[src/rtl/alu_pkg.sv]
// Shared definitions for the multicycle ALU: op-code encoding from the ALU control unit,
// FSM state encoding and default widths.
package alu_pkg;

  localparam int unsigned DataWidthDef  = 32;
  localparam int unsigned ShamtWidthDef = 5;

  localparam logic [3:0] OpAnd = 4'b0000;
  localparam logic [3:0] OpOr  = 4'b0001;
  localparam logic [3:0] OpNor = 4'b0010;
  localparam logic [3:0] OpAdd = 4'b0011;
  localparam logic [3:0] OpSub = 4'b0100;
  localparam logic [3:0] OpSll = 4'b1000;
  localparam logic [3:0] OpSrl = 4'b1001;
  localparam logic [3:0] OpBeq = 4'b1100;

  // StDone is never entered: completion is signalled in the last EXEC/SHIFT cycle.
  typedef enum logic [1:0] {
    StIdle  = 2'd0,
    StExec  = 2'd1,
    StShift = 2'd2,
    StDone  = 2'd3
  } alu_state_e;

  function automatic logic is_shift(input logic [3:0] op);
    return (op == OpSll) || (op == OpSrl);
  endfunction

endpackage

[src/rtl/alu_comb_core.sv]
// Combinational logic/arithmetic unit and op-code legality decode.
// Shift ops are legal here but produce no result; the top iterates them.
module alu_comb_core
  import alu_pkg::*;
#(
  parameter int unsigned DATA_WIDTH = DataWidthDef
) (
  input  logic [3:0]            op_i,
  input  logic [DATA_WIDTH-1:0] a_i,
  input  logic [DATA_WIDTH-1:0] b_i,
  output logic [DATA_WIDTH-1:0] result_o,
  output logic                  illegal_o
);

  always_comb begin
    result_o  = '0;
    illegal_o = 1'b0;
    case (op_i)
      OpAnd:        result_o = a_i & b_i;
      OpOr:         result_o = a_i | b_i;
      OpNor:        result_o = ~(a_i | b_i);
      OpAdd:        result_o = a_i + b_i;
      OpSub, OpBeq: result_o = a_i - b_i;
      OpSll, OpSrl: result_o = '0;
      default:      illegal_o = 1'b1;
    endcase
  end

endmodule

[src/rtl/multicycle_alu.sv]
// Execute-stage ALU with start/done handshake: logic/arithmetic ops finish in one cycle,
// shifts iterate one bit per cycle through a working register.
module multicycle_alu
  import alu_pkg::*;
#(
  parameter int unsigned DATA_WIDTH  = DataWidthDef,
  parameter int unsigned SHAMT_WIDTH = ShamtWidthDef
) (
  input  logic                   clk,
  input  logic                   reset,
  input  logic                   start,
  input  logic [3:0]             ALUOperation,
  input  logic [DATA_WIDTH-1:0]  A,
  input  logic [DATA_WIDTH-1:0]  B,
  input  logic [SHAMT_WIDTH-1:0] shamt,
  output logic                   busy,
  output logic                   done,
  output logic [DATA_WIDTH-1:0]  ALUResult,
  output logic                   Zero,
  output logic                   illegal
);

  alu_state_e             state_q, state_d;
  logic [3:0]             op_q, op_d;
  logic [DATA_WIDTH-1:0]  a_q, a_d;
  logic [DATA_WIDTH-1:0]  b_q, b_d;  // doubles as the shift working register
  logic [SHAMT_WIDTH-1:0] cnt_q, cnt_d;
  logic [DATA_WIDTH-1:0]  res_q, res_d;
  logic                   zero_q, zero_d;
  logic                   ill_q, ill_d;
  logic                   fin;

  logic [DATA_WIDTH-1:0]  core_res;
  logic                   core_ill;

  alu_comb_core #(
    .DATA_WIDTH(DATA_WIDTH)
  ) u_core (
    .op_i     (op_q),
    .a_i      (a_q),
    .b_i      (b_q),
    .result_o (core_res),
    .illegal_o(core_ill)
  );

  always_comb begin
    state_d = state_q;
    op_d    = op_q;
    a_d     = a_q;
    b_d     = b_q;
    cnt_d   = cnt_q;
    res_d   = res_q;
    ill_d   = ill_q;
    fin     = 1'b0;
    unique case (state_q)
      StIdle: begin
        if (start) begin
          op_d    = ALUOperation;
          a_d     = A;
          b_d     = B;
          cnt_d   = shamt;
          state_d = is_shift(ALUOperation) ? StShift : StExec;
        end
      end
      StExec: begin
        fin     = 1'b1;
        res_d   = core_res;
        ill_d   = core_ill;
        state_d = StIdle;
      end
      StShift: begin
        if (cnt_q != '0) begin
          b_d   = (op_q == OpSll) ? (b_q << 1) : (b_q >> 1);
          cnt_d = cnt_q - 1'b1;
        end else begin
          fin     = 1'b1;
          res_d   = b_q;
          ill_d   = 1'b0;
          state_d = StIdle;
        end
      end
      default: state_d = StIdle;
    endcase
    zero_d = fin ? (res_d == '0) : zero_q;
  end

  always_ff @(posedge clk) begin
    if (reset) begin
      state_q <= StIdle;
      op_q    <= '0;
      a_q     <= '0;
      b_q     <= '0;
      cnt_q   <= '0;
      res_q   <= '0;
      zero_q  <= 1'b1;
      ill_q   <= 1'b0;
    end else begin
      state_q <= state_d;
      op_q    <= op_d;
      a_q     <= a_d;
      b_q     <= b_d;
      cnt_q   <= cnt_d;
      res_q   <= res_d;
      zero_q  <= zero_d;
      ill_q   <= ill_d;
    end
  end

  // The finishing result is forwarded so it is visible during the done cycle itself.
  always_comb begin
    busy      = (state_q != StIdle);
    done      = fin & ~reset;
    ALUResult = done ? res_d  : res_q;
    Zero      = done ? zero_d : zero_q;
    illegal   = done ? ill_d  : ill_q;
  end

endmodule

[config.mk]
export PLATFORM = sky130hd
export DESIGN_NAME = multicycle_alu
export DESIGN_NICKNAME = d
export VERILOG_FILES = /design/src/rtl/alu_pkg.sv /design/src/rtl/alu_comb_core.sv /design/src/rtl/multicycle_alu.sv
export SDC_FILE = /design/constraint.sdc
export NUM_CORES = 1
export LEC_CHECK = 0
export CAP_MARGIN = 20
export CORE_MARGIN = 2
export CORE_UTILIZATION = 45
export CTS_CLUSTER_DIAMETER = 200
export DETAILED_ROUTE_END_ITERATION = 6
export PLACE_DENSITY = 0.74
export SLEW_MARGIN = 20
export SYNTH_ARGS = -nofsm -noshare
export SYNTH_HDL_FRONTEND = slang
export SYNTH_SLANG_ARGS = --single-unit
[constraint.sdc]
create_clock -name clk -period 12.1 [get_ports clk]
set_clock_uncertainty 0.1 [all_clocks]
set_input_delay 3.63 -clock clk [delete_from_list [all_inputs] [get_ports clk]]
set_output_delay 3.63 -clock clk [all_outputs]
set_load 0.02 [all_outputs]
==> metrics.md <==
| Metric | Value |
|---|---|
| Status | `complete, but fails checks` |
| Failing checks | `design-rule violations` |
| Largest net degree at the start of global routing | `80` |
| Row cnt | `52` |
| Tcrit/Tclk final | `about four fifths` |
| Die area | `22000 um2` |
| RSZ-0062 raised after global routing | `false` |
| 1st-iter DRT viols | `1290` |
| Initial Utilization | `46.1%` |
| Clk slew on worst S/H paths | `0.08 ns` |
| Worst-case clock buffer depth | `2` |
| Final ANT Viol Nets | `0` |
| Prevailing post-synth register cell | `dfxtp_1` |
| Relative slew slack | `26.4%` |
| Maximum VDD drop | `0.0685 mV` |
| Post-CTS Resized | `0` |
| Die height | `148 um` |
| First-pass GRT wire length | `a little over 50 mm` |
| Total CTS buffers | `9` |
| Hold Violations, Final | `0` |
| Worst Setup EP | `Zero` |
| Vias in the first global route | `around 9000` |
| Hold Crit Class | `reg2reg` |
| Slowest-stage cell, CP | `a2111oi_1` |
| Fin nets | `1434` |
| Crit Reg-Reg Startpoint | `b_q[5]` |
| Reg2reg end | `zero_q` |
| Ratio of cells with drive above 1 in the final layout | `6.27%` |
| Post-Syn Area per Cell | `7.23 um2` |
| P per Cell Area | `110 nW/um2` |
| Sequential element share of the synthesized area | `between 20% and 30%` |
| Drt total wl | `32.5 mm` |
| Hold buffer count at cts | `0` |
| Worst setup EP type | `output port` |
| Max Cap Viol | `0` |
| Syn nets | `1410` |
| # fillers | `1979` |
| WP data required | `8.37 ns` |
| Startpoint Class | `flip-flop` |
| Die W | `about 150 um` |
| Global route overflow | `0` |
| Core area | `20300 um2` |
| Final min period | `about 10 ns` |
| CP peak stage delay | `0.84 ns` |
| Post-detail-place hpwl | `about 24 mm` |
| Skew-Pair Late Insertion Delay | `0.37 ns` |
| CP Max Fanout | `12` |
| Io pins | `~110` |
| Setup ws final | `2.24 ns` |
| Post-synthesis register bit count | `109` |
| YS warnings | `0` |
| Layout area overhead | `15.1%` |
| Via/cell ratio | `between 6 and 7` |
| Setup Fix Bufs, Post-CTS | `0` |
| CTS sink cnt | `109` |
| Crit. Startpoint | `b_q[5]` |
| Root Driver | `clkbuf_16` |
| CTS H-Tree Depth | `3` |
| WP data arrival | `6.13 ns` |
| Worst-Margin Slew | `1.10 ns` |
| Kind of critical path | `reg2out` |
| Mapped Area | `between 9000 and 10000 um2` |
| Pre-CTS setup slack | `2.61 ns` |
| Fmax | `101 MHz` |
| Initial antenna violation count | `0` |
| Wire per inst | `about 20 um` |
| Most frequent cell on the critical path | `nor3_1` |
| CP top delay family | `simple AND/OR/NAND/NOR gates` |
| Worst r2r path cells | `16` |
| DR vias | `around 10000` |
| Setup_tns | `0 ns` |
| Buf+Inv Stages, Crit Path | `1` |
| Antenna Cells | `0` |
| Final Wtd Congestion | `1.02` |
| Cells after synthesis | `1295` |
| Synth unique cells | `87` |
| Post-synth EDFFs | `0` |
| R2R Setup Slk | `6.91 ns` |
| Async SR Flop Fraction | `0%` |
| Final setup viols | `0` |
| Footprint of the multi-input gates | `6610 um2` |
| GRT Total Usage | `29.2%` |
| Final Slew Violations | `0` |
| IO Port Bufs | `111` |
| DRC errors left | `4` |
| Critical-path cell list | `or4_1 -> or3_1 -> nor3_1 -> nor2_1 -> xnor2_1 -> ha_1 -> and3_1 -> nand2_1 -> a2111oi_1 -> nor3_1 -> a21oi_1 -> mux2i_1 -> o21ai_0 -> nor4bb_1 -> nand4b_1 -> o21ai_1 -> clkdlybuf4s50_1` |
| CTS tree | `built` |
| Reg area | `2180 um2` |
| Drt pass-1 iters | `7` |
| Critical Path Stages | `17` |
| Final core occ | `a little over half` |
| Leakage | `3.94 nW` |
-- how the worst min path moves through the flow --
| stage | start | end | slack [ns] | cells after the start |
|---|---|---|---|---|
| after global routing | zero_q | zero_q | 0.41 | 2 |
| final | zero_q | zero_q | 0.39 | 2 |
| after floorplan | zero_q | zero_q | 0.34 | 2 |
| after detailed placement | zero_q | zero_q | 0.36 | 2 |
| after CTS | zero_q | zero_q | 0.38 | 2 |
| after global placement | zero_q | zero_q | 0.36 | 2 |
-- worst reg2reg max path, delay by kind of cell (launching register included) --
kind                     cells  cell delay, ns
flip-flops                   1            0.46
AO/OA/AOI/OAI                3            1.20
adder cells (fa/ha/maj)      1            0.52
AND/OR/NAND/NOR             10            2.48
multiplexers                 1            0.21
XOR/XNOR                     1            0.16
-- routing by layer --
metal  global-route usage [%]  wire (um)  vias up
met5                        0          0        -
met4                     9.14        961        0
met3                     5.03       3410       71
met2                     42.2      13500      587
met1                     43.9      14600     4594
li1                         -          -     4726
-- layout by cell type, fill, tap and decap left out, types with 14 or more instances in the layout --
cell and n:
o31ai_1 18, ha_1 37, mux2i_1 32, nor2_1 152, nor3_1 22, nand2_1 176, maj3_1 27, a22oi_1 18
a211oi_1 43, xnor2_1 28, inv_1 24, xor2_1 18, nand3_1 17, o21ai_0 71, nor2b_1 15, mux2_2 14
a21oi_1 135, dfxtp_1 109, buf_4 16, clkdlybuf4s50_1 110, a22o_1 15
-- metrics by stage --
step                power [mW]  hold slack, ns  instance area (um2)  cells
floorplan                0.729           0.338                 9360   1295
global placement         0.846           0.358                10400   1578
detailed placement       0.850           0.358                10400   1578
CTS                       1.18           0.383                10800   1594
global route              1.25           0.410                10800   1594
finish                    1.19           0.390                10800   1594
-- synthesized netlist by cell type (all sizes together), types with 10 or more instances --
cell,number,share of area (%)
mux2i,32,3.4
nor3,22,1.2
a22oi,18,1.4
a21oi,139,7.8
nor2,153,6.2
inv,25,1.0
nand3,18,1.0
ha,38,5.1
mux2,15,1.8
a222oi,11,1.2
a211oi,44,3.6
o31ai,18,1.4
maj3,27,2.9
o21ai,81,4.4
xor2,18,1.7
a21o,11,0.90
clkbuf,85,3.4
nand2,176,7.1
dfxtp,109,23
and2,15,1.0
or3,10,0.67
xnor2,29,2.8
and3,12,0.80
nor2b,15,1.0
a22o,15,1.4
buf,28,1.8
-- state kept, by name, indices dropped and copies added (netlist names) --
register and cells:
a_q 32, b_q 32, cnt_q 5, ill_q 1
op_q 4, res_q 32, state_q 2, zero_q 1
-- final cells by class --
class,instances,area share (%)
clock buffers,9,2.09
clock inverters,7,0.929
inverters,25,0.871
multi-input cells,1048,61.4
flip-flops and latches,109,20.3
well taps,270,3.14
repair buffers,126,11.3
-- where the power goes --
part	total (mW)	switching [mW]	internal [mW]
Combinational	0.437	0.262	0.176
Clock	0.333	0.164	0.168
Sequential	0.419	0.0414	0.378
-- cells by family (layout without fill, tap and decap cells) --
kind of cell / count (synthesis) / count (layout) / synth area share [%]
multiplexers: 47 / 47 / 5.27
flip-flops: 109 / 109 / 23.3
AND/OR/NAND/NOR: 469 / 469 / 23.0
XOR/XNOR: 47 / 47 / 4.48
AO/OA/AOI/OAI: 419 / 419 / 29.6
buffers and inverters: 138 / 167 / 6.22
adder cells (fa/ha/maj): 66 / 66 / 8.18
Note: power is estimated with default switching activity, not from simulation.
